**src/rtl/m_mem_arbiter_if.sv**
```systemverilog
// Bundle of the fetch port, the data port and the single RAM port shared by m_mem_arbiter.
// The slave modport is the arbiter; the master modport is the requesters plus the RAM.
interface m_mem_arbiter_if #(
  parameter int AW = 11,
  parameter int DW = 32
);
  // Handshake: a requester raises req with addr/we/wdata and keeps them stable until it
  // sees gnt high in the same cycle (gnt is combinational). Dropping req before gnt means
  // no access. A granted read returns exactly one rvalid/rdata pulse in the next cycle.
  logic          w_if_req;
  logic [AW-1:0] w_if_addr;
  logic          w_if_gnt;
  logic          w_if_rvalid;
  logic [DW-1:0] w_if_rdata;

  logic          w_d_req;
  logic          w_d_we;
  logic [AW-1:0] w_d_addr;
  logic [DW-1:0] w_d_wdata;
  logic          w_d_gnt;
  logic          w_d_rvalid;
  logic [DW-1:0] w_d_rdata;

  logic [AW-1:0] w_m_addr;
  logic          w_m_we;
  logic [DW-1:0] w_m_din;
  logic [DW-1:0] w_m_dout;

  logic [1:0]    w_dbg_own;

  modport slave (
    input  w_if_req, w_if_addr,
    output w_if_gnt, w_if_rvalid, w_if_rdata,
    input  w_d_req, w_d_we, w_d_addr, w_d_wdata,
    output w_d_gnt, w_d_rvalid, w_d_rdata,
    output w_m_addr, w_m_we, w_m_din,
    input  w_m_dout,
    output w_dbg_own
  );

  modport master (
    output w_if_req, w_if_addr,
    input  w_if_gnt, w_if_rvalid, w_if_rdata,
    output w_d_req, w_d_we, w_d_addr, w_d_wdata,
    input  w_d_gnt, w_d_rvalid, w_d_rdata,
    input  w_m_addr, w_m_we, w_m_din,
    output w_m_dout,
    input  w_dbg_own
  );
endinterface

```
**src/rtl/m_mem_arbiter.sv**
```systemverilog
// Single-port RAM arbiter between instruction fetch and data load/store; data has priority.
// Define ARB_FAIR_EN to compile in the fetch aging counter (forces a fetch win after STARVE_MAX denials).
module m_mem_arbiter #(
  parameter int AW         = 11,
  parameter int DW         = 32,
  parameter int STARVE_MAX = 4
) (
  input  logic         w_clk,
  input  logic         w_rst,
  m_mem_arbiter_if.slave bus
);
  localparam logic [1:0] OWN_NONE = 2'd0;
  localparam logic [1:0] OWN_IF   = 2'd1;
  localparam logic [1:0] OWN_D    = 2'd2;

  if (STARVE_MAX < 1 || STARVE_MAX > 15) begin : g_bad_starve_max
    $error("m_mem_arbiter: STARVE_MAX must be in 1..15");
  end

  logic [1:0]    r_own;
  logic          w_starve_fire;
  logic          w_if_gnt;
  logic          w_d_gnt;
  logic [AW-1:0] w_addr;
  logic [DW-1:0] w_dout;

`ifdef ARB_FAIR_EN
  localparam logic [3:0] STARVE_LIM = 4'(STARVE_MAX);
  logic [3:0] r_starve;

  assign w_starve_fire = bus.w_if_req && (r_starve == STARVE_LIM);

  // Counts consecutive denied fetch cycles; any fetch grant or idle fetch restarts it.
  always_ff @(posedge w_clk or posedge w_rst) begin
    if (w_rst) begin
      r_starve <= 4'd0;
    end else if (!bus.w_if_req || w_if_gnt) begin
      r_starve <= 4'd0;
    end else if (r_starve != STARVE_LIM) begin
      r_starve <= r_starve + 4'd1;
    end
  end
`else
  assign w_starve_fire = 1'b0;
`endif

  // Grants are forced low while reset is high so a write racing reset never reaches the RAM.
  assign w_d_gnt  = !w_rst && bus.w_d_req && !w_starve_fire;
  assign w_if_gnt = !w_rst && bus.w_if_req && (!bus.w_d_req || w_starve_fire);

  assign w_addr       = w_d_gnt ? bus.w_d_addr : bus.w_if_addr;
  assign bus.w_m_addr = w_addr;
  assign bus.w_m_we   = w_d_gnt && bus.w_d_we;
  assign bus.w_m_din  = bus.w_d_wdata;
  assign bus.w_if_gnt = w_if_gnt;
  assign bus.w_d_gnt  = w_d_gnt;

  always_ff @(posedge w_clk or posedge w_rst) begin
    if (w_rst) begin
      r_own <= OWN_NONE;
    end else if (w_if_gnt) begin
      r_own <= OWN_IF;
    end else if (w_d_gnt && !bus.w_d_we) begin
      r_own <= OWN_D;
    end else begin
      r_own <= OWN_NONE;
    end
  end

  // The RAM output is shared; only the owning port sees it, the other reads zero.
  assign w_dout          = bus.w_m_dout;
  assign bus.w_if_rvalid = (r_own == OWN_IF);
  assign bus.w_d_rvalid  = (r_own == OWN_D);
  assign bus.w_if_rdata  = (r_own == OWN_IF) ? w_dout : '0;
  assign bus.w_d_rdata   = (r_own == OWN_D)  ? w_dout : '0;
  assign bus.w_dbg_own   = r_own;
endmodule

```
**src/flat_wrapper.sv**
```systemverilog
// flat-port wrapper written by rule: the top's interface ports become plain ports
module m_mem_arbiter_flat 
#(
  parameter int AW         = 11,
  parameter int DW         = 32,
  parameter int STARVE_MAX = 4
)
  (w_clk, w_rst, bus_w_if_req, bus_w_if_addr, bus_w_if_gnt, bus_w_if_rvalid, bus_w_if_rdata, bus_w_d_req, bus_w_d_we, bus_w_d_addr, bus_w_d_wdata, bus_w_d_gnt, bus_w_d_rvalid, bus_w_d_rdata, bus_w_m_addr, bus_w_m_we, bus_w_m_din, bus_w_m_dout, bus_w_dbg_own);
  m_mem_arbiter_if #(.AW(AW), .DW(DW)) bus_i ();
  input  logic w_clk;
  input  logic w_rst;
  input wire logic [$bits(bus_i.w_if_req)-1:0] bus_w_if_req;
  input wire logic [$bits(bus_i.w_if_addr)-1:0] bus_w_if_addr;
  output wire logic [$bits(bus_i.w_if_gnt)-1:0] bus_w_if_gnt;
  output wire logic [$bits(bus_i.w_if_rvalid)-1:0] bus_w_if_rvalid;
  output wire logic [$bits(bus_i.w_if_rdata)-1:0] bus_w_if_rdata;
  input wire logic [$bits(bus_i.w_d_req)-1:0] bus_w_d_req;
  input wire logic [$bits(bus_i.w_d_we)-1:0] bus_w_d_we;
  input wire logic [$bits(bus_i.w_d_addr)-1:0] bus_w_d_addr;
  input wire logic [$bits(bus_i.w_d_wdata)-1:0] bus_w_d_wdata;
  output wire logic [$bits(bus_i.w_d_gnt)-1:0] bus_w_d_gnt;
  output wire logic [$bits(bus_i.w_d_rvalid)-1:0] bus_w_d_rvalid;
  output wire logic [$bits(bus_i.w_d_rdata)-1:0] bus_w_d_rdata;
  output wire logic [$bits(bus_i.w_m_addr)-1:0] bus_w_m_addr;
  output wire logic [$bits(bus_i.w_m_we)-1:0] bus_w_m_we;
  output wire logic [$bits(bus_i.w_m_din)-1:0] bus_w_m_din;
  input wire logic [$bits(bus_i.w_m_dout)-1:0] bus_w_m_dout;
  output wire logic [$bits(bus_i.w_dbg_own)-1:0] bus_w_dbg_own;
  assign bus_i.w_if_req = bus_w_if_req;
  assign bus_i.w_if_addr = bus_w_if_addr;
  assign bus_w_if_gnt = bus_i.w_if_gnt;
  assign bus_w_if_rvalid = bus_i.w_if_rvalid;
  assign bus_w_if_rdata = bus_i.w_if_rdata;
  assign bus_i.w_d_req = bus_w_d_req;
  assign bus_i.w_d_we = bus_w_d_we;
  assign bus_i.w_d_addr = bus_w_d_addr;
  assign bus_i.w_d_wdata = bus_w_d_wdata;
  assign bus_w_d_gnt = bus_i.w_d_gnt;
  assign bus_w_d_rvalid = bus_i.w_d_rvalid;
  assign bus_w_d_rdata = bus_i.w_d_rdata;
  assign bus_w_m_addr = bus_i.w_m_addr;
  assign bus_w_m_we = bus_i.w_m_we;
  assign bus_w_m_din = bus_i.w_m_din;
  assign bus_i.w_m_dout = bus_w_m_dout;
  assign bus_w_dbg_own = bus_i.w_dbg_own;
  m_mem_arbiter #(.AW(AW), .DW(DW), .STARVE_MAX(STARVE_MAX)) u_core (.w_clk(w_clk), .w_rst(w_rst), .bus(bus_i));
endmodule
```
**config.mk**
```make
export PLATFORM = sky130hd
export DESIGN_NAME = m_mem_arbiter_flat
export DESIGN_NICKNAME = d
export VERILOG_FILES = /design/src/rtl/m_mem_arbiter_if.sv /design/src/rtl/m_mem_arbiter.sv /design/src/flat_wrapper.sv
export SDC_FILE = /design/constraint.sdc
export NUM_CORES = 1
export LEC_CHECK = 0
export ABC_AREA = 1
export CORE_MARGIN = 5
export CORE_UTILIZATION = 18
export CTS_CLUSTER_SIZE = 8
export DETAILED_ROUTE_END_ITERATION = 10
export GPL_TIMING_DRIVEN = 1
export PLACE_DENSITY = 0.81
export REMOVE_ABC_BUFFERS = 1
export SLEW_MARGIN = 20
export SYNTH_ARGS = -nofsm -noshare
export SYNTH_HDL_FRONTEND = slang
export SYNTH_SLANG_ARGS = --single-unit
```
**constraint.sdc**
```tcl
create_clock -name w_clk -period 1.1 [get_ports w_clk]
set_clock_uncertainty 0.2 [all_clocks]
set_input_delay 0.11 -clock w_clk [delete_from_list [all_inputs] [get_ports w_clk]]
set_output_delay 0.11 -clock w_clk [all_outputs]
set_load 0.005 [all_outputs]
```
# ---- Word-level counts from Yosys, hierarchy flattened
# Cells that the tools add are included.
dict set report op_classes {
  n_eq_ne 2
  muxes 5
  reduce_logical 8
}
# op n
set op_table {}
lappend op_table {{2-to-1 mux 32 bit} 2}
lappend op_table {{2-to-1 mux 11 bit} 1}
lappend op_table {{logical AND 1 bit} 5}
lappend op_table {{2-to-1 mux 2 bit} 2}
lappend op_table {{zero test 1 bit} 3}
lappend op_table {{== test 2 x 1 -> 1 bit, second input constant} 1}
lappend op_table {{== test 2 bit, second input constant} 1}
dict set report word_totals {
  regBits 2
  inputBits 91
  out_inout_bits 114
  elab_cells 16
}

# ---- Longest topological paths before layout
# Gate-level depths: netlist (run 1).
dict set report depth {
  ltp_word 5
  ltp_mapped 5
  depth_no_buf 4
}

# ---- Worst setup path before layout (run 1)
# Ideal clock, no wire load.
dict set report synth_timing {
  kind {register -> output}
  start {register u_core.r_own[0], in the netlist u_core.bus.w_dbg_own[0]}
  end {output port bus_w_d_rdata[22]}
  arrival_ns 0.798
  t_required_ns 0.790
  slack_ns -0.008
  path_stages_with_launch 5
  n_path_buf 1
  cell_sequence {dfrtp_1 inv_2 nand2_4 buf_6 nor2_1}
}
dict set report synth_between {
  elab_chain_len 2
}
# element line_no
set synth_lines {}
lappend synth_lines {{start: declaration} m_mem_arbiter.sv:20} ;# logic [1:0] r_own;
lappend synth_lines {{start signal: assignment} m_mem_arbiter.sv:60} ;# r_own <= OWN_NONE;
lappend synth_lines {{start signal: assignment} m_mem_arbiter.sv:62} ;# r_own <= OWN_IF;
lappend synth_lines {{start signal: assignment} m_mem_arbiter.sv:64} ;# r_own <= OWN_D;
lappend synth_lines {{== test 2 bit} m_mem_arbiter.sv:75} ;# assign bus.w_d_rdata = (r_own == OWN_D) ? w_dout : '0;
lappend synth_lines {{2-to-1 mux 32 bit} m_mem_arbiter.sv:75}
lappend synth_lines {{end: declaration} flat_wrapper.sv:23} ;# output wire logic [$bits(bus_i.w_d_rdata)-1:0] bus_w_d_rdata;
# No other way between the ends.

# ---- Final worst setup path (run 1)
dict set report layout_timing {
  start {register u_core.r_own[0], in the netlist u_core.bus.w_dbg_own[0]}
  end {output port bus_w_d_rdata[9]}
}
# The elaborated chain is that of the path after synthesis.

==> results of run 1 <==
==> power by group through the flow <==
| stage | clock [W] | combinational, W | sequential [W] |
|---|---|---|---|
| detailed placement | 0 | 0.000609 | 0.0000821 |
| finish | 0.000290 | 0.000827 | 0.0000898 |
| floorplan | 0 | 0.000146 | 0.0000819 |
| CTS | 0.000302 | 0.000688 | 0.0000917 |
| global placement | 0 | 0.000600 | 0.0000820 |
| global route | 0.000314 | 0.000880 | 0.0000911 |
==> cell type report <==
type / instances / share of cell area [%]
Timing Repair Buffer: 191 / 58.4
Multi-Input combinational cell: 111 / 29.6
Inverter: 39 / 5.73
Tap cell: 70 / 3.02
Sequential cell: 2 / 1.90
Clock buffer: 3 / 1.42
==> logic make-up after synthesis <==
| group | Yosys count | share of synthesized area, % |
|---|---|---|
| flops | 2 | 5.26 |
| buf+inv | 80 | 50.5 |
| simple gates | 104 | 44.3 |
==> per-stage QoR <==
step | instance area (um2) | util, %
floorplan | 618 | -
finish | 2900 | 56.8
CTS | 2430 | 47.6
global placement | 2160 | 42.3
detailed placement | 2160 | 42.3
global route | 2900 | 56.8
==> repair_timing <==
action / in CTS / in global routing
hold endpoints to repair: 2 / 0
endpoints found under the setup margin: 82 / 77
hold buffers: 1 / 0
resized for setup: 412 / 95
pin swaps: 25 / 24
buffers inserted: 34 / 11
cloned: 7 / 0
==> layer usage <==
layer / GRT usage [%] / wire (um) / up-vias
li1: - / - / 827
met1: 17.4 / 2420 / 773
met2: 31.0 / 3480 / 156
met3: 15.5 / 1520 / 2
met4: 2.45 / 8 / 0
met5: 0.833 / 0 / -
==> synth_stat cells <==
library cell | instances | area [um2]
nand2_2 | 1 | 6.26
nand2_1 | 23 | 86.3
inv_1 | 36 | 135
buf_6 | 7 | 78.8
buf_4 | 34 | 255
nor2_1 | 67 | 251
inv_2 | 3 | 11.3
nand2_4 | 2 | 22.5
dfrtp_1 | 2 | 50.1
nand3_1 | 11 | 55.1
==> path summary, 6_finish.rpt <==
path | slack (ns) | cells past startpoint | end | start
hold / removal | 0.009 | 2 | u_core.bus.w_dbg_own[1] | bus_w_d_we
max in group asynchronous | 0.26 | 5 | u_core.bus.w_dbg_own[1] | w_rst
min in group asynchronous | 0.34 | 5 | u_core.bus.w_dbg_own[0] | w_rst
setup / recovery | -0.58 | 5 | bus_w_d_rdata[9] | u_core.bus.w_dbg_own[0]
==> results.md, run 1 <==
* Outcome: finished, violations left
* Failing checks: setup timing
* Overall routing resource usage at 18.3%
* TritonCTS clock tree: done
* Post-synth cell types at 10
* RSZ-0062 raised after global routing: yes
* Slew headroom at 86.1%
* First-pass GRT wire length at 9160 um
* Tot Pwr at 0.00121 W
* DR vias/cell at 4.23
* Clock share of power at 24.1%
* WHS at 0.00852 ns
* Die area at 6840 um2
* Pwr per Cell Area at 416 nW/um2
* Clock sink total at 2
* CP Data Required Time at 0.79 ns
* Root buffer cell: clkbuf_8
* Final hold violations at 0
* ANT nets after route at 0
* Antenna diodes at 0
* F_max at 596 MHz
* Vias at 1,758
* Placer Congestion at 0.818
* Multi-input gate area at 858 um2
* WL final at 7430 um
* WS Path Type: flop to output port
* Grt ovf at 0
* Max-cap violations at 0
* DRT iter0 DRCs at 44
* Worst setup margin at -0.577 ns
* Rows at 26
* Commonest non-fill, non-tap cells in the layout: buf_2, buf_6, clkdlybuf4s50_1, inv_1, nor2_4
* CTS clock-pin slew for the worst setup and hold paths at 0.03 ns
* Area grow syn2layout at 205%
* Post-route DRC at 0
* Worst Path Arrival at 1.37 ns
* Top delay family on crit path: flip-flops
* Net Sw Power at 0.000430 W
* Drt pass-1 iters at 4
* Final setup TNS at -32.53 ns
* Hold Crit Class: primary input to flop
* Vias in the first global route at 1,737
* Placed cell count at 362
* CP Launch Type: flop
* Clock Tree Buf Depth at 2
* Post-Syn Instances at 186
* Largest fanout on the critical path at 7
* HPWL after detailed placement at 4680 um
* Fin crit share at 152%
* Max FFs per register at 2
* Sw frac at 35.7%
* Reg area at 55.1 um2
* Initial cell density of the core at 18.6%
* Slew Limit Fails at 0
* Netlist Area Pre-Place at 952 um2
* Yosys warns at 0
* FILL cells at 438
* H-tree levels at 1
* Most common cell after layout, fill and taps aside: buf_2
* Leakage at 1.62 nW
* Final Non-Filler Cells at 416
* Worst path buffer plus inverter count at 3
* Syn avg cell area at 5.12 um2
* Sequential power share at 7.4%
* Crit. End Element: output port
* CP max-delay cell: dfrtp_4
* Initial antenna violation count at 0
* Die Ht at 82.7 um
* Largest net degree at the start of global routing at 9
* TritonCTS buffer count at 3
* Sequential area share after synthesis at 5.26%
* Worst Tran Pin Value at 0.209 ns
* Per-cell routed wire length at 17.8 um
* Worst ir drop on vdd at 0.379 mV
* Io pins at 205
* Critical path, cell by cell: inv_8 -> nand2_8 -> buf_12 -> nor2_1 -> buf_2
* Minimum clock period at 1.68 ns
* Nets at 439
* #FFs+latches synth at 2
* Layout cells sized above 1 at 59.0%
* Dpl ws at -0.722 ns
* Gate power share at 68.5%
* Slowest stage delay, CP at 0.56 ns
* Port bufs at 140
* Final setup vio count at 68
* Core region area at 5110 um2
* Int Power at 0.000777 W
* Die width at 82.7 um
Note: power is estimated with default switching activity, not from simulation.
==> run 2: changes to the inputs <==
- CORE_UTILIZATION: 18 -> 17
- PLACE_DENSITY: 0.81 -> 0.8
- clock period: 1.1 -> 1.5 ns (I/O delays scaled with it)
==> run 2 against run 1 <==
The run still ends with setup timing left. Critical path depth rose by 2. Combinational power shrank 23%. Non-clock buffer count increased by 11. Count of clock-buffer cells in the layout unchanged. Global-route usage down 0.62 points. Sequential power down 33%. Critical endpoint is now bus_w_if_rdata[10]. Largest cell class unchanged.
==> results.md, run 2 (same netlist as run 1, synthesis figures left out) <==
* Slowest stage delay, CP at 0.43 ns
* Critical path origin: u_core.bus.w_dbg_own[1]
* Placed cell count at 363
* Final setup vio count at 60
* WS Path Type: flop to output port
* Core region area at 5470 um2
* Max-cap violations at 0
* Failing checks: setup timing
* Top delay family on crit path: buffers and inverters
* Overall routing resource usage at 17.7%
* Vias in the first global route at 1,880
* Worst setup margin at -0.265 ns
* TritonCTS buffer count at 3
* Dpl ws at -0.371 ns
* Pwr per Cell Area at 310 nW/um2
* Placer Congestion at 0.781
* Outcome: finished, violations left
* Worst Path Arrival at 1.42 ns
* H-tree levels at 1
* Worst ir drop on vdd at 0.511 mV
* Commonest non-fill, non-tap cells in the layout: buf_2, clkdlybuf4s50_1, buf_6, inv_1, nor2_2
* Crit. End Element: output port
* Grt ovf at 0
* Die area at 7200 um2
* Initial cell density of the core at 17.4%
* CP max-delay cell: dfrtp_2
* Port bufs at 140
* Drt pass-1 iters at 4
* Antenna diodes at 0
* Die width at 84.8 um
* Slew Limit Fails at 0
* Rows at 27
* Largest fanout on the critical path at 5
* Final Non-Filler Cells at 427
* Clock Tree Buf Depth at 2
* Most common cell after layout, fill and taps aside: buf_2
* Worst Tran Pin Value at 0.174 ns
* Leakage at 1.67 nW
* First-pass GRT wire length at 9680 um
* Minimum clock period at 1.77 ns
* CTS clock-pin slew for the worst setup and hold paths at 0.03 ns
* GR Util met1 at 16.4%
* CP Depth at 7
* Grt peak-use layer: met2
* Root buffer cell: clkbuf_8
* Vias at 1,834
* Met2 Usage GRT at 29.7%
* Fin crit share at 118%
* Per-cell routed wire length at 17.0 um
* Clock sink total at 2
* DR vias/cell at 4.30
* CP Data Required Time at 1.15 ns
* Io pins at 205
* Initial antenna violation count at 0
* Layout cells sized above 1 at 55.2%
* Crit path to: bus_w_if_rdata[10]
* Final core occ at 54.2%
* HPWL after detailed placement at 4440 um
* Post-route DRC at 0
* DRT iter0 DRCs at 55
* Hold Crit Class: primary input to asynchronous set/reset pin
* Final hold violations at 0
* RSZ-0062 raised after global routing: yes
* Max FFs per register at 2
* Tot Pwr at 0.000919 W
* Critical path, cell by cell: clkinv_4 -> buf_12 -> nand2_8 -> buf_8 -> buf_6 -> nor2_1 -> buf_2
* F_max at 567 MHz
* Area grow syn2layout at 212%
* Largest net degree at the start of global routing at 9
* GR Layer Usage met3 at 12.8%
* Final setup TNS at -8.85 ns
* CP Launch Type: flop
* Nets at 448
* ANT nets after route at 0
* Slew headroom at 88.4%
* TritonCTS clock tree: done
* Die Ht at 84.8 um
* Worst path buffer plus inverter count at 5
* WL final at 7270 um
==> run 2: cell count changes in the layout (fill, tap and decap cells not counted), sizes merged <==
cell / delta
clkbuf: +1
clkinv: +2
buf: -3
inv: -2
dlymetal6s2s: -2
dlygate4sd2: -5
clkdlybuf4s50: +21
nand2: -2
dlygate4sd3: -1
==> run 2: area by class of cell <==
class / count / area (um2)
flip-flops and latches: 2 / 52.6
multi-input cells: 109 / 773
inverters: 39 / 156
clock buffers: 3 / 41.3
repair buffers: 202 / 1850
fillers: 501 / 2510
well taps: 72 / 90.1
==> run 2: worst min-delay path by stage <==
stage | from | end | cells past startpoint
detailed placement | bus_w_d_wdata[21] | bus_w_m_din[21] | 0
finish | w_rst | u_core.bus.w_dbg_own[0] | 4
global route | w_rst | u_core.bus.w_dbg_own[0] | 4
global placement | bus_w_d_wdata[21] | bus_w_m_din[21] | 0
floorplan | w_rst | u_core.bus.w_dbg_own[0] | 1
CTS | w_rst | u_core.bus.w_dbg_own[0] | 4
==> run 2: metal layers <==
layer	wire (um)	vias to the layer above
met4	176	2
met2	3300	156
met5	45	-
met1	2610	820
li1	-	841
met3	1140	15
==> run 2: timing repair <==
item,4_1_cts,5_1_grt
hold endpoints to repair,0,0
buffers inserted,47,11
hold buffers,0,0
endpoints found under the setup margin,82,67
pin swaps,8,14
resized for setup,325,103
cloned,6,0
==> run 2: per-stage QoR <==
stage               cell area (um2)  hold slack, ns
finish                         2970          0.0316
global route                   2970          0.0352
CTS                            2660         0.00927
detailed placement             2150           0.100
global placement               2150           0.100
floorplan                       618          -0.258
==> run 2: where the power goes <==
part           switching [W]  internal (W)
logic               0.000259      0.000378
clock network      0.0000511      0.000170
registers         0.00000355     0.0000569
==> run 3: changes to the inputs <==
- CTS_CLUSTER_SIZE: 8 -> 40
==> results of run 3 <==
Final layout, timing and power as in run 2 (identical DEF).
